### src/rtl/pheap_pkg.sv
// Shared definitions for the heap level-request path: index width, decoder FSM states, popcount.
package pheap_pkg;

    localparam int unsigned POPCNT_MAX_W = 32;

    typedef enum logic [1:0] {
        RUN   = 2'd0,
        FLUSH = 2'd1,
        DONE  = 2'd2
    } lvl_dec_state_t;

    function automatic int lvl_iw(input int levels);
        return $clog2(levels) + 1;
    endfunction

    function automatic logic [5:0] popcount(input logic [POPCNT_MAX_W-1:0] v);
        logic [5:0] c;
        c = 6'd0;
        for (int i = 0; i < POPCNT_MAX_W; i++) begin
            c = c + {5'd0, v[i]};
        end
        return c;
    endfunction

endpackage

### src/rtl/lvl_req_dec_if.sv
// Encoded level-request handshake between heap control (master) and the decoder (slave).
interface lvl_req_dec_if
    import pheap_pkg::*;
#(
    parameter int LEVELS = 4
);
    localparam int IW = lvl_iw(LEVELS);

    logic          in_valid;
    logic          in_ready;
    logic [IW-1:0] in_lvl;

    modport master (output in_valid, output in_lvl, input in_ready);
    modport slave  (input in_valid, input in_lvl, output in_ready);
endinterface

### src/rtl/lvl_req_dec_pri_enc.sv
// Priority encoder: one-hot of the highest set bit of a, plus idle when a is empty.
module pri_enc #(
    parameter int N = 5
) (
    input  logic [N-1:0] a,
    output logic [N-1:0] y,
    output logic         idle
);
    logic found_s;

    // Scan from the top; the first set bit seen masks every lower one.
    always_comb begin
        y       = '0;
        found_s = 1'b0;
        for (int i = N - 1; i >= 0; i--) begin
            y[i]    = a[i] & ~found_s;
            found_s = found_s | a[i];
        end
    end

    assign idle = ~|a;
endmodule

### src/rtl/lvl_req_dec.sv
// Level-request decoder: accumulates decoded levels into a pending vector, cleared by ack or a flush drain.
// Optional macro LVL_REQ_DEC_OOR_ERR_EN adds a sticky out-of-range index flag.
module lvl_req_dec
    import pheap_pkg::*;
#(
    parameter int LEVELS = 4
) (
    input  logic                         clk,
    input  logic                         rst,
    lvl_req_dec_if.slave                 req,
    input  logic [LEVELS:0]              ack,
    input  logic                         flush,
    output logic [LEVELS:0]              pending,
    output logic [$clog2(LEVELS+2)-1:0]  count,
    output logic                         idle,
    output logic                         flush_done,
    output logic                         oor_err
);
    localparam int IW = lvl_iw(LEVELS);
    localparam int CW = $clog2(LEVELS + 2);
    localparam int W  = LEVELS + 1;

    lvl_dec_state_t state_r, state_nxt_s;
    logic [W-1:0]   pending_r, pending_nxt_s;
    logic           flush_done_r;

    logic           accept_s;
    logic           in_range_s;
    logic [W-1:0]   set_vec_s;
    logic [W-1:0]   post_ack_s;
    logic [W-1:0]   top_bit_s;
    logic [W-1:0]   drain_vec_s;
    logic           enc_idle_s;
    logic           drain_empty_s;

    assign req.in_ready = (state_r == RUN);
    assign accept_s     = req.in_valid & req.in_ready;
    assign in_range_s   = (req.in_lvl <= IW'(LEVELS));

    // Decode by comparison so an out-of-range index never addresses the vector.
    always_comb begin
        set_vec_s = '0;
        for (int i = 0; i < W; i++) begin
            set_vec_s[i] = accept_s & in_range_s & (req.in_lvl == IW'(i));
        end
    end

    assign post_ack_s = pending_r & ~ack;

    pri_enc #(.N(W)) u_pri_enc (
        .a    (post_ack_s),
        .y    (top_bit_s),
        .idle (enc_idle_s)
    );

    assign drain_vec_s   = (state_r == FLUSH) ? top_bit_s : '0;
    // Drain finishes when nothing remains once this cycle's top bit is removed.
    assign drain_empty_s = enc_idle_s | ~|(post_ack_s & ~top_bit_s);
    assign pending_nxt_s = (post_ack_s & ~drain_vec_s) | set_vec_s;

    // Next-state logic for the flush sequencer.
    always_comb begin
        state_nxt_s = state_r;
        case (state_r)
            RUN: begin
                if (flush) begin
                    state_nxt_s = FLUSH;
                end else begin
                    state_nxt_s = RUN;
                end
            end
            FLUSH: begin
                if (drain_empty_s) begin
                    state_nxt_s = DONE;
                end else begin
                    state_nxt_s = FLUSH;
                end
            end
            DONE:    state_nxt_s = RUN;
            default: state_nxt_s = RUN;
        endcase
    end

    // State, pending vector and completion pulse registers.
    always_ff @(posedge clk) begin
        if (rst) begin
            state_r      <= RUN;
            pending_r    <= '0;
            flush_done_r <= 1'b0;
        end else begin
            state_r      <= state_nxt_s;
            pending_r    <= pending_nxt_s;
            flush_done_r <= (state_nxt_s == DONE);
        end
    end

`ifdef LVL_REQ_DEC_OOR_ERR_EN
    logic oor_err_r;

    // Sticky flag for any accepted index beyond the top level.
    always_ff @(posedge clk) begin
        if (rst) begin
            oor_err_r <= 1'b0;
        end else begin
            oor_err_r <= oor_err_r | (accept_s & ~in_range_s);
        end
    end

    assign oor_err = oor_err_r;
`else
    assign oor_err = 1'b0;
`endif

    assign pending    = pending_r;
    assign count      = CW'(popcount(POPCNT_MAX_W'(pending_r)));
    assign idle       = (pending_r == '0) && (state_r == RUN);
    assign flush_done = flush_done_r;
endmodule

### src/flat_wrapper.sv
// flat-port wrapper written by rule: the top's interface ports become plain ports
module lvl_req_dec_flat import pheap_pkg::*;
#(
    parameter int LEVELS = 4
)
  (clk, rst, ack, flush, pending, count, idle, flush_done, oor_err, req_in_valid, req_in_lvl, req_in_ready);
  lvl_req_dec_if #(.LEVELS(LEVELS)) req_i ();
  input  logic clk;
  input  logic rst;
  input  logic [LEVELS:0] ack;
  input  logic flush;
  output logic [LEVELS:0] pending;
  output logic [$clog2(LEVELS+2)-1:0] count;
  output logic idle;
  output logic flush_done;
  output logic oor_err;
  input wire logic [$bits(req_i.in_valid)-1:0] req_in_valid;
  input wire logic [$bits(req_i.in_lvl)-1:0] req_in_lvl;
  output wire logic [$bits(req_i.in_ready)-1:0] req_in_ready;
  assign req_i.in_valid = req_in_valid;
  assign req_i.in_lvl = req_in_lvl;
  assign req_in_ready = req_i.in_ready;
  lvl_req_dec #(.LEVELS(LEVELS)) u_core (.clk(clk), .rst(rst), .req(req_i), .ack(ack), .flush(flush), .pending(pending), .count(count), .idle(idle), .flush_done(flush_done), .oor_err(oor_err));
endmodule
### config.mk
export PLATFORM = sky130hd
export DESIGN_NAME = lvl_req_dec_flat
export DESIGN_NICKNAME = d
export VERILOG_FILES = /design/src/rtl/pheap_pkg.sv /design/src/rtl/lvl_req_dec_if.sv /design/src/rtl/lvl_req_dec_pri_enc.sv /design/src/rtl/lvl_req_dec.sv /design/src/flat_wrapper.sv
export SDC_FILE = /design/constraint.sdc
export NUM_CORES = 1
export LEC_CHECK = 0
export ABC_AREA = 1
export BUFFER_PORTS_ARGS = -buffer_cell sky130_fd_sc_hd__buf_2
export CAP_MARGIN = 20
export CORE_AREA = 8 8 45 47
export DETAILED_ROUTE_END_ITERATION = 7
export DIE_AREA = 0 0 53 55
export GPL_ROUTABILITY_DRIVEN = 1
export HOLD_SLACK_MARGIN = 0.06
export PLACE_DENSITY = 0.69
export REMOVE_ABC_BUFFERS = 1
export SYNTH_ARGS = -nofsm -noshare
export SYNTH_HDL_FRONTEND = slang
export SYNTH_SLANG_ARGS = --single-unit
### constraint.sdc
create_clock -name clk -period 2.5 [get_ports clk]
set_input_delay 0.375 -clock clk [delete_from_list [all_inputs] [get_ports clk]]
set_output_delay 0.375 -clock clk [all_outputs]
set_load 0.005 [all_outputs]
; Word level (Yosys, flattened, before mapping)
; Index checks and enable logic that the tools add are counted.
[totals]
register_bits = 8
[op_classes]
addsub = 4
magnitude_cmp = 1
eq_ne = 6
n_mux = 4
bitwise = 26
reduce_logical = 8
[op_table]
columns = op, count
row1 = AND 5 bit, 3
row2 = NOT 5 bit, 3
row3 = AND 1 bit, 11
row4 = OR reduction 5 bit, 2
row5 = adder 3 x 1 -> 3 bit, 3
row6 = equality test 3 x 2 -> 1 bit (second input constant), 2
row7 = zero test 5 bit, 1
row8 = two-way mux 5 bit, 1
row9 = OR 5 bit, 1
row10 = NOT 1 bit, 4
row11 = OR 1 bit, 4
row12 = one-hot mux 2 bit (2 select lines), 1
row13 = equality test 3 x 1 -> 1 bit (second input constant), 1
row14 = equality test 3 bit (second input constant), 1
row15 = less-or-equal comparator 3 bit (second input constant), 1
row16 = zero test 3 bit, 1
row17 = adder 1 x 1 -> 2 bit, 1
row18 = equality test 2 x 1 -> 1 bit (second input constant), 1
row19 = equality test 2 bit (second input constant), 1
row20 = zero test 1 bit, 2
row21 = zero test 2 bit, 1
row22 = two-way mux 2 bit, 1
row23 = logical AND 1 bit, 1
row24 = two-way mux 1 bit, 1

; Logic depth before layout (Yosys ltp)
; Gate-level depths: netlist of the first run.
[depth]
ltp_word = 15
mapped_depth = 9
depth_no_buf = 9

; By module
; A second synthesis of the first run with hierarchy kept.
[unflattened]
cells_unflattened = 90
area_unflattened_um2 = 613.1
[modules_own_cells]
columns = module, instances, cells_each, area_per_inst_um2
row1 = lvl_req_dec, 1, 77, 550.5
row2 = pri_enc, 1, 13, 62.6

; Least setup slack after synthesis of the first run
; Ideal clock, no wire load.
[synth_timing]
kind = reg2out
start = register u_core.pending_r[0], in the netlist u_core.pending[0]
end = output port count[1]
t_arrival_ps = 1885
t_required_ps = 2125
slack_ps = 240
stages_incl_launch_ff = 10
path_buffers = 0
cell_sequence = dfxtp_1 inv_1 ha_1 inv_1 fa_1 inv_1 ha_1 inv_1 fa_1 inv_1
[synth_between]
elab_chain_cells = 4
[synth_rtl]
columns = element, line
row1 = start: declaration, lvl_req_dec.sv:24  ; logic [W-1:0] pending_r, pending_nxt_s;
row2 = start signal: assignment, lvl_req_dec.sv:92  ; pending_r <= pending_nxt_s;
row3 = adder 1 x 1 -> 2 bit, pheap_pkg.sv:20  ; c = c + {5'd0, v[i]};
row4 = adder 3 x 1 -> 3 bit (3 in a row), pheap_pkg.sv:20
row5 = end: declaration, flat_wrapper.sv:13  ; output logic [$clog2(LEVELS+2)-1:0] count;
; No other way between the ends.

; Worst setup path in the final report of the first run
[layout_timing]
start = register u_core.pending_r[1], in the netlist u_core.pending[1]
end = output port count[1]
; Same word-level chain as after synthesis.

==> key figures, run 1 <==
Cells and area
  • # diodes: 0
  • Fillers: 136
  • Share of cells above drive strength 1: 0.340
  • Nets: roughly 120
  • Area Growth Syn to Fin: 33.3%

Yosys
  • Cell variety after synth: 18
  • Seq/Total Area, Yosys: 0.304
  • Cells after Synth: 74
  • Yosys warns: 0
  • Cell type with the largest total area after synthesis: dfxtp_1
  • Top-count cell post-synth: inv_1
  • Syn avg cell area: 7.12 um^2
  • Synth cell count leaders: 20 x inv_1, 10 x nand2_1, 8 x dfxtp_1, 7 x nor2_1
  • Share of the synthesized area in the top cell type: 0.304
  • Post-synth EDFFs: 0
  • #FFs+latches synth: 8
  • Top cells by area, synth: dfxtp_1 30%, inv_1 14%, fa_1 7.6%
  • Mapped Area: 527 um^2
  • Primary FF master, synth: dfxtp_1
  • Ys async rst share: 0

Critical path
  • CP delay by family, top: adder cells
  • CP max stage cell: fa_1
  • Worst setup EP type: primary output
  • Critical path launch point type: flop
  • Crit-path cells: inv_2 > ha_4 > inv_1 > fa_1 > inv_1 > ha_1 > inv_1 > fa_1 > inv_1 > buf_2
  • Worst Path Max Fanout: 2
  • CP peak stage delay: 0.47 ns
  • Levels on crit path: 10
  • CP arrival: approximately 2.2 ns
  • Buffers & Inverters on Critical Path: 6
  • Setup CP Type: flop to primary output
  • WP data required: 2.12 ns
  • R2R cell count: 6
  • CP dominant cell by count: inv_1

Drt
  • Pre-Repair DR Iteration Count: 5
  • DRT antenna net count: 0
  • Drt wl/cell: ~11 um
  • Detailed-route via count: 562
  • Routed wire length: 1330 um
  • Initial DRC Count: 17
  • DR vias/cell: 4.84
  • DRC viols: 0

Die
  • # rows: 14
  • Die Span Y: 55 um
  • DIE AREA: 0.00292 mm^2
  • Die span in x: approximately 53 um
  • Area of the core: 0.00138 mm^2
  • Starting Density: 0.381
  • I/O pin count: 24

GRT
  • First-pass GRT wire length: between 2000 and 2500 um
  • Grt total ovfl: 0
  • Vias in the first global route: 519
  • All-layer global routing usage: 0.0982
  • Largest net degree at the start of global routing: 8
  • Initial antenna violation count: 0

Status
  • Run status: complete, but fails checks
  • Failing checks: setup timing

Timing
  • Unrepaired setup endpoints after global routing: true
  • Sum of negative setup slack: -0.0886 ns
  • Final worst-path setup slack: -0.0886 ns
  • Final hold vios: 0
  • Crit share post-route: 1.04
  • Setup Viol. Count Final: 1
  • Fin crit period: ~2.6 ns
  • Max Slew Vio Count: 0
  • Max Clock Skew: roughly 0.0052 ns
  • Peak Freq: around 390 MHz

Power
  • PwrDens: between 400 and 500 mW/mm^2
  • Leakage: 0.386 nW
  • VDD IR max: 0.000159 V
  • Clk pwr share: 0.350
  • Sequential share of power: 0.480
  • Total internal power: about 210 uW
  • Sw Ratio: 0.258
  • Switch Pwr: 72.9 uW
  • Combinational power share: 0.170

Clock network
  • Cts hold-fix bufs: 0
  • CTS Buf Count: 3
  • CTS tree: done
  • Clock Latency Late Sink: 0.25 ns
  • CTS root buf: clkbuf_4
  • Buffer levels on the longest clock path: 2
  • Clk sinks: 8
  • CTS clock-pin slew for the worst setup and hold paths: 0.06 ns
  • H-tree levels: 1

Place
  • Port bufs: 22
  • DP HPWL: 1110 um
  • Dpl ws: 0.0806 ns
  • GPL Wtd Cong: 0.766

Worst hold path
  • Worst min path class: primary input to flop
  • Worst Hold Path Cells: 3

Run
  • Max Cap Viol: 0
path summary, 6_finish.rpt:
path              slack (ns)                    startpoint                      endpoint
setup / recovery       -0.09  u_core.pending[1]$_SDFF_PP0_                      count[1]
hold / removal          0.36                         flush  u_core.state_r[0]$_SDFF_PP0_
setup reg to reg        1.41  u_core.pending[3]$_SDFF_PP0_  u_core.state_r[0]$_SDFF_PP0_
hold reg to reg         0.55  u_core.pending[4]$_SDFF_PP0_  u_core.pending[4]$_SDFF_PP0_
registers in the layout, indices dropped and copies added, names as in the netlist:
name,flops
u_core.state_r,2
u_core.flush_done,1
u_core.pending,5
cell type report:
class                           instances  area (um^2)  share of cell area
Multi-Input combinational cell         45          297               0.422
Clock buffer                            3         22.5              0.0321
Tap cell                               16         20.0              0.0285
Inverter                               20         75.1               0.107
Sequential cell                         8          163               0.232
Timing Repair Buffer                   24          125               0.178
layout by cell type, fill, tap and decap left out, types with 3 or more instances in the layout:
cell,n
nor2_1,7
nand3_1,5
dfxtp_1,6
a21oi_1,5
nand4_1,3
inv_1,18
nand2_1,10
buf_2,22
clkbuf_4,3
stage by stage:
stage | utilization | instance area [um^2] | total power [mW] | std cells | hold WS, ns
6_report | 0.507 | 702 | 0.283 | 116 | 0.356
5_1_grt | 0.507 | 702 | 0.301 | 116 | 0.356
4_1_cts | 0.507 | 702 | 0.285 | 116 | 0.346
3_5_place_dp | 0.469 | 649 | 0.184 | 111 | 0.540
3_3_place_gp | 0.469 | 649 | 0.183 | 111 | 0.536
2_1_floorplan | - | 519 | 0.161 | 73 | 0.444
timing repair:
item / in CTS / in global routing
resized for setup: 5 / 0
buffers inserted: 2 / 0
gates cloned: 0 / 0
pin swaps: 0 / 0
setup endpoints to repair: 2 / 2
layer usage:
layer	wire length, um	track usage	part of all wire
met4	27	0.0517	0.020
met2	682	0.180	0.51
met3	94	0.0374	0.071
met5	0	0	0
met1	521	0.0937	0.39
worst register-to-register path: cells and delay by family, from the launching register on:
kind / cells / cell delay (ns)
DFF: 1 / 0.34
and+or+nand+nor: 5 / 0.50
AOI/OAI and AO/OA: 1 / 0.15
power by group through the flow:
stage	clock network [mW]	logic (mW)	registers [mW]
after global routing	0.110	0.0543	0.136
after floorplan	0	0.0231	0.138
after detailed placement	0	0.0460	0.138
after global placement	0	0.0448	0.138
after CTS	0.101	0.0479	0.136
final	0.0990	0.0479	0.136
kinds of logic (layout without fill, tap and decap cells):
kind of cell / count (synthesis) / in the layout / synth area share
flip-flops: 8 / 8 / 0.304
other: 1 / 1 / 0.00712
buffers and inverters: 21 / 47 / 0.157
AO/OA/AOI/OAI: 10 / 10 / 0.112
adder cells (fa/ha/maj): 5 / 5 / 0.147
AND/OR/NAND/NOR: 29 / 29 / 0.273
No activity file was read; power rests on OpenSTA's default activity.
==> run 2, diff against run 1 <==
--- a/config.mk
+++ b/config.mk
@@ -5,15 +5,14 @@
 export SDC_FILE = /design/constraint.sdc
 export NUM_CORES = 1
 export LEC_CHECK = 0
-export ABC_AREA = 1
 export BUFFER_PORTS_ARGS = -buffer_cell sky130_fd_sc_hd__buf_2
 export CAP_MARGIN = 20
-export CORE_AREA = 8 8 45 47
+export CORE_MARGIN = 8
+export CORE_UTILIZATION = 45
 export DETAILED_ROUTE_END_ITERATION = 7
-export DIE_AREA = 0 0 53 55
 export GPL_ROUTABILITY_DRIVEN = 1
 export HOLD_SLACK_MARGIN = 0.06
-export PLACE_DENSITY = 0.69
+export PLACE_DENSITY = 0.75
 export REMOVE_ABC_BUFFERS = 1
 export SYNTH_ARGS = -nofsm -noshare
 export SYNTH_HDL_FRONTEND = slang
==> run 2 against run 1 <==
Net effect:
- setup slack better by 0.0038 ns
- sequential share of layout area is 1.5 points lower
- critical endpoint unchanged
- largest cell class unchanged
- combinational power is 5.8% higher
- first-iteration DRC count is 76% lower
- cell area is 7.1% higher
- the flow still finishes with violations (setup timing)
- highest routed layer unchanged
- global-route usage is 1.7 points higher
- clock skew is 0.0014 ns lower
- utilization is 8.5 points higher
==> key figures, run 2 <==
Drt
  • DRC viols: 0
  • DR vias/cell: about 5.2
  • Pre-Repair DR Iteration Count: 4
  • Routed wire length: 1430 um
  • DRT antenna net count: 0
  • Detailed-route via count: 563
  • Initial DRC Count: 4
  • Drt wl/cell: 13.2 um

Timing
  • Slew headroom: 0.641
  • Max Slew Vio Count: 0
  • Max Clock Skew: 0.00378 ns
  • Peak Freq: 387 MHz
  • Sum of negative setup slack: -0.0848 ns
  • Final worst-path setup slack: -0.0848 ns
  • Fin crit period: 2.58 ns
  • Setup Viol. Count Final: 1
  • Crit share post-route: 1.03
  • Final hold vios: 0
  • Slew @ Worst Pin: 0.538 ns
  • Unrepaired setup endpoints after global routing: true

Die
  • Area of the core: 0.00127 mm^2
  • DIE AREA: 0.00273 mm^2
  • Die Span Y: 52.2 um
  • Die span in x: 52.2 um
  • I/O pin count: 24
  • Starting Density: 0.465
  • # rows: 13

Place
  • GPL Wtd Cong: 0.825
  • Placed cells: roughly 100
  • DP HPWL: 1090 um
  • Cell Area, Placed: roughly 690 um^2
  • Port bufs: 22

Yosys
  • Top cells by area, synth: dfxtp_1 27%, inv_1 7.0%, fa_1 6.8%
  • Cells after Synth: slightly below 70
  • Ys async rst share: 0
  • Synth Area in Simple Gates: 0.288
  • Synth cell count leaders: 11 x inv_1, 8 x dfxtp_1, 6 x nand2b_1, 4 x nand2_1, 4 x nor2b_1
  • Cell type with the largest total area after synthesis: dfxtp_1
  • Mapped Area: between 500 and 600 um^2
  • Syn avg cell area: between 8 and 9 um^2
  • Compound-gate portion of the synthesized area: 0.153
  • XOR/XNOR share of the synthesized area: 0
  • Post-synthesis mux area share: 0
  • Yosys warns: 0
  • #FFs+latches synth: 8
  • Largest family of logic cells by synthesized area: simple AND/OR/NAND/NOR gates
  • Top-count cell post-synth: inv_1
  • Seq/Total Area, Yosys: 0.271
  • Adder-cell share of the synthesized area: 0.165
  • Primary FF master, synth: dfxtp_1
  • Share of the synthesized area in the top cell type: 0.271
  • Post-synth EDFFs: 0
  • Cell variety after synth: 28

Cells and area
  • Share of cells above drive strength 1: 0.430
  • # diodes: 0
  • Most frequent cells in the layout: 22 x buf_2, 9 x inv_1, 6 x nand2b_1, 6 x dfxtp_1
  • Nets: 112
  • Commonest non-fill, non-tap cell in the layout: buf_2
  • Max reg flops: 5
  • Non-Filler Instances: 108
  • Util after Layout: 0.593
  • Final Instance Area: 752 um^2
  • Area Growth Syn to Fin: 27.3%

Worst hold path
  • Worst min path class: primary input to flop

Power
  • Sw Ratio: 0.244
  • Total internal power: 212 uW
  • PwrDens: 374 mW/mm^2
  • Leakage: around 0.34 nW
  • Sequential share of power: 0.482
  • Clk pwr share: 0.338
  • Combinational power share: 0.180
  • VDD IR max: between 0.0003 and 0.0004 V
  • Switch Pwr: around 70 uW

Clock network
  • Clk sinks: 8
  • CTS clock-pin slew for the worst setup and hold paths: 0.05 ns
  • Clock Latency Late Sink: between 0.2 and 0.3 ns
  • CTS root buf: clkbuf_4
  • H-tree levels: 1
  • Buffer levels on the longest clock path: 2
  • CTS Buf Count: 3
  • CTS tree: done

Critical path
  • Critical path launch point type: flop
  • CP arrival: roughly 2.2 ns
  • Worst Path Max Fanout: 2
  • Setup CP Type: flop to primary output
  • Worst setup EP type: primary output
  • WP data required: 2.12 ns

Status
  • Run status: complete, but fails checks
  • Failing checks: setup timing

GRT
  • First-pass GRT wire length: 2410 um
  • Largest net degree at the start of global routing: 10
  • Grt total ovfl: 0
  • All-layer global routing usage: 0.115
  • Vias in the first global route: 567
  • Initial antenna violation count: 0

Run
  • Max Cap Viol: 0
## run 2: changes by cell type after synthesis, sizes merged, moves of 3 or more
cell	before	now
nor2	7	3
nor2b	0	4
inv	20	11
or4b	0	3
nand4	3	0
nand3	5	1
nand2b	0	6
nand2	10	4
## run 2: path summary, 6_finish.rpt
| path | to | cells past startpoint | startpoint | slack [ns] |
|---|---|---|---|---|
| setup reg to reg | u_core.state_r[0]$_SDFF_PP0_ | 4 | u_core.pending[2]$_SDFF_PP0_ | 0.94 |
| hold reg to reg | u_core.state_r[0]$_SDFF_PP0_ | 1 | u_core.state_r[1]$_SDFF_PP0_ | 0.46 |
| hold / removal | u_core.pending[0]$_SDFF_PP0_ | 2 | req_in_lvl[0] | 0.34 |
| setup / recovery | count[1] | 10 | u_core.pending[1]$_SDFF_PP0_ | -0.08 |
## run 2: stage by stage
stage          hold WS [ns]  setup slack (ns)  total power [mW]
2_1_floorplan         0.422             0.221             0.162
3_3_place_gp          0.453             0.106             0.185
3_5_place_dp          0.461            0.0909             0.185
4_1_cts               0.336           -0.0809             0.284
5_1_grt               0.342            -0.190             0.302
6_report              0.345           -0.0848             0.281
## run 2: worst max-delay path, stage by stage, from the launching register on
cell and delay [ns]:
dfxtp_2 0.33, inv_2 0.05, ha_4 0.26, inv_1 0.04, fa_1 0.47, inv_1 0.04
ha_1 0.16, inv_1 0.06, fa_1 0.40, inv_1 0.06, buf_2 0.10
## run 2: logic make-up after synthesis
| kind of cell | Yosys count |
|---|---|
| other cells | 1 |
| compound gates | 11 |
| buf+inv | 15 |
| simple gates | 27 |
| flops | 8 |
| fa+ha+maj | 7 |
## run 2: power groups by stage
stage          Sequential, mW  Combinational (mW)  Clock, mW
6_report                0.135              0.0507     0.0949
5_1_grt                 0.136              0.0575      0.109
4_1_cts                 0.135              0.0497     0.0991
3_5_place_dp            0.138              0.0472          0
3_3_place_gp            0.138              0.0466          0
2_1_floorplan           0.138              0.0241          0
## run 2: timing repair
action	in CTS	in global routing
buffers inserted	2	1
cloned	0	0
setup endpoints to repair	2	2
gates resized for setup	4	1
hold buffers	0	0
## run 2: layout make-up
| cell class | count | area [um^2] |
|---|---|---|
| clock buffers | 3 | 22.5 |
| fillers | 122 | 517 |
| inverters | 11 | 41.3 |
| multi-input cells | 46 | 374 |
| flip-flops and latches | 8 | 163 |
| well taps | 15 | 18.8 |
| repair buffers | 25 | 133 |
## run 2: per-layer routing
layer  global-route usage  wire, um
met1                0.129       612
met2                0.186       687
met3               0.0256        85
met4               0.0862        39
met5                    0         0
==> run 3, diff against run 2 <==
==> constraint.sdc (replaced) <==
create_clock -name clk -period 2.75 [get_ports clk]
set_input_delay 0.4125 -clock clk [delete_from_list [all_inputs] [get_ports clk]]
set_output_delay 0.4125 -clock clk [all_outputs]
set_load 0.005 [all_outputs]
==> run 3 against run 2 <==
Net effect:
- the flow now finishes without violations
- sequential cell count unchanged
- first-iteration DRC count is 100% higher
- clock power fell by 6.6%
- non-clock buffer count fell by 2
- global-route usage down 0.59 points
- sequential power down 9.6%
- critical path type unchanged
==> key figures, run 3 (synthesized netlist as in run 2, its figures left out) <==
Status
  • Run status: finished, final reports clean

Worst hold path
  • Hold Path Origin: req_in_lvl[0]
  • Min-Delay Endpoint: u_core.pending[0]$_SDFF_PP0_
  • Worst Hold Path Cells: 2
  • Worst min path class: primary input to flop

Timing
  • Slew headroom: 0.631
  • Slew @ Worst Pin: 0.552 ns
  • Fin crit period: 2.70 ns
  • Crit share post-route: 0.981
  • Final hold vios: 0
  • Sum of negative setup slack: 0 ns
  • Setup Viol. Count Final: 0
  • Peak Freq: roughly 370 MHz
  • Max Slew Vio Count: 0
  • Max Clock Skew: 0.00643 ns
  • Unrepaired setup endpoints after global routing: true

Place
  • Port bufs: 22
  • Placed cells: between 100 and 150
  • Cell Area, Placed: about 690 um^2
  • GPL Wtd Cong: 0.846
  • DP HPWL: about 1100 um

GRT
  • Vias in the first global route: 510
  • Largest net degree at the start of global routing: 10
  • Initial antenna violation count: 0
  • Grt total ovfl: 0
  • First-pass GRT wire length: 2210 um
  • All-layer global routing usage: 0.109

Clock network
  • Buffer levels on the longest clock path: 2
  • H-tree levels: 1
  • CTS root buf: clkbuf_4
  • CTS clock-pin slew for the worst setup and hold paths: roughly 0.050 ns
  • Clock Latency Late Sink: 0.25 ns
  • CTS tree: done
  • CTS Buf Count: 3
  • Clk sinks: 8

Drt
  • Pre-Repair DR Iteration Count: 4
  • DR vias/cell: 5.12
  • Routed wire length: between 1000 and 1500 um
  • Detailed-route via count: about 540
  • DRT antenna net count: 0
  • Initial DRC Count: 8
  • Met3 wire len: between 90 and 100 um
  • Met2 Wirelength: 667 um
  • Top layer in use: met4
  • Drt wl/cell: between 10 and 15 um
  • DRC viols: 0
  • Wire length on met1: 574 um

Critical path
  • FF-to-FF setup slack: 1.19 ns
  • WP data required: 2.34 ns
  • Worst Path Max Fanout: 4
  • Worst R2R Start: u_core.pending[2]$_SDFF_PP0_
  • Crit Reg-Reg Endpoint: u_core.state_r[1]$_SDFF_PP0_
  • R2R cell count: 4
  • CP arrival: 2.28 ns
  • Setup CP Type: flop to primary output
  • Worst setup EP type: primary output
  • Critical path launch point type: flop

Die
  • I/O pin count: 24
  • Starting Density: 0.465
  • Area of the core: 0.00127 mm^2
  • # rows: 13
  • Die span in x: 52.2 um
  • Die Span Y: between 50 and 60 um
  • DIE AREA: 0.00273 mm^2

Cells and area
  • Fillers: between 100 and 150
  • Max reg flops: 5
  • Most frequent cells in the layout: 22 x buf_2, 10 x inv_1, 6 x nand2b_1, 6 x dfxtp_1
  • # diodes: 0
  • Share of cells above drive strength 1: 0.396
  • Commonest non-fill, non-tap cell in the layout: buf_2
  • Non-Filler Instances: 106
  • Final Instance Area: 727 um^2
  • Area Growth Syn to Fin: 23.1%
  • Nets: 110

Power
  • Leakage: 0.332 nW
  • PwrDens: around 350 mW/mm^2
  • VDD IR max: about 0.00017 V

Run
  • Max Cap Viol: 0
==> run 3: changes by cell type in the layout (fill, tap and decap cells not counted) <==
cell | before | now
buf_4 | 3 | 1
dfxtp_2 | 2 | 1
dfxtp_4 | 0 | 1
ha_1 | 2 | 3
ha_4 | 1 | 0
inv_1 | 9 | 10
inv_2 | 2 | 1
==> run 3: power breakdown <==
group | switching, mW | internal [mW]
Combinational | 0.0215 | 0.0220
Clock | 0.0387 | 0.0499
Sequential | 0.00335 | 0.119
Total | 0.0636 | 0.191
==> run 3: timing repair <==
item | 4_1_cts | 5_1_grt
resized for setup | 2 | 2
setup endpoints to repair | 1 | 2
hold buffers | 0 | 0
buffers inserted | 0 | 1
==> run 3: through the flow <==
stage	worst slack (ns)	utilization	hold slack (ns)	total power, mW
2_1_floorplan	0.433	-	0.422	0.147
3_3_place_gp	0.335	0.545	0.453	0.168
3_5_place_dp	0.236	0.545	0.466	0.169
4_1_cts	0.0159	0.565	0.381	0.258
5_1_grt	-0.0673	0.573	0.389	0.271
6_report	0.0531	0.573	0.381	0.255
==> run 3: per-layer routing <==
layer,vias up,global-route usage
li1,278,-
met1,243,0.118
met2,18,0.174
met3,4,0.0199
met4,0,0.103
met5,-,0
==> run 3: worst max-delay path by stage <==
stage                            startpoint       end  slack, ns
5_1_grt        u_core.pending[0]$_SDFF_PP0_  count[1]      -0.07
3_3_place_gp   u_core.pending[0]$_SDFF_PP0_  count[1]       0.34
3_5_place_dp   u_core.pending[0]$_SDFF_PP0_  count[1]       0.24
2_1_floorplan  u_core.pending[0]$_SDFF_PP0_  count[1]       0.43
4_1_cts        u_core.pending[0]$_SDFF_PP0_  count[1]       0.02
6_report       u_core.pending[0]$_SDFF_PP0_  count[1]       0.05
==> run 3: layout make-up <==
class | instances | area (um^2) | area share
clock buffers | 3 | 22.5 | 0.0310
inverters | 11 | 41.3 | 0.0568
multi-input cells | 46 | 362 | 0.497
flip-flops and latches | 8 | 165 | 0.227
well taps | 15 | 18.8 | 0.0258
repair buffers | 23 | 118 | 0.162
==> run 3: critical path, cell delays in order (launching register included) <==
cell and delay, ns:
dfxtp_4 0.36, inv_1 0.04, ha_1 0.27, inv_1 0.07
fa_1 0.41, inv_1 0.06, ha_1 0.15, inv_2 0.04
fa_1 0.48, inv_1 0.04, buf_2 0.11
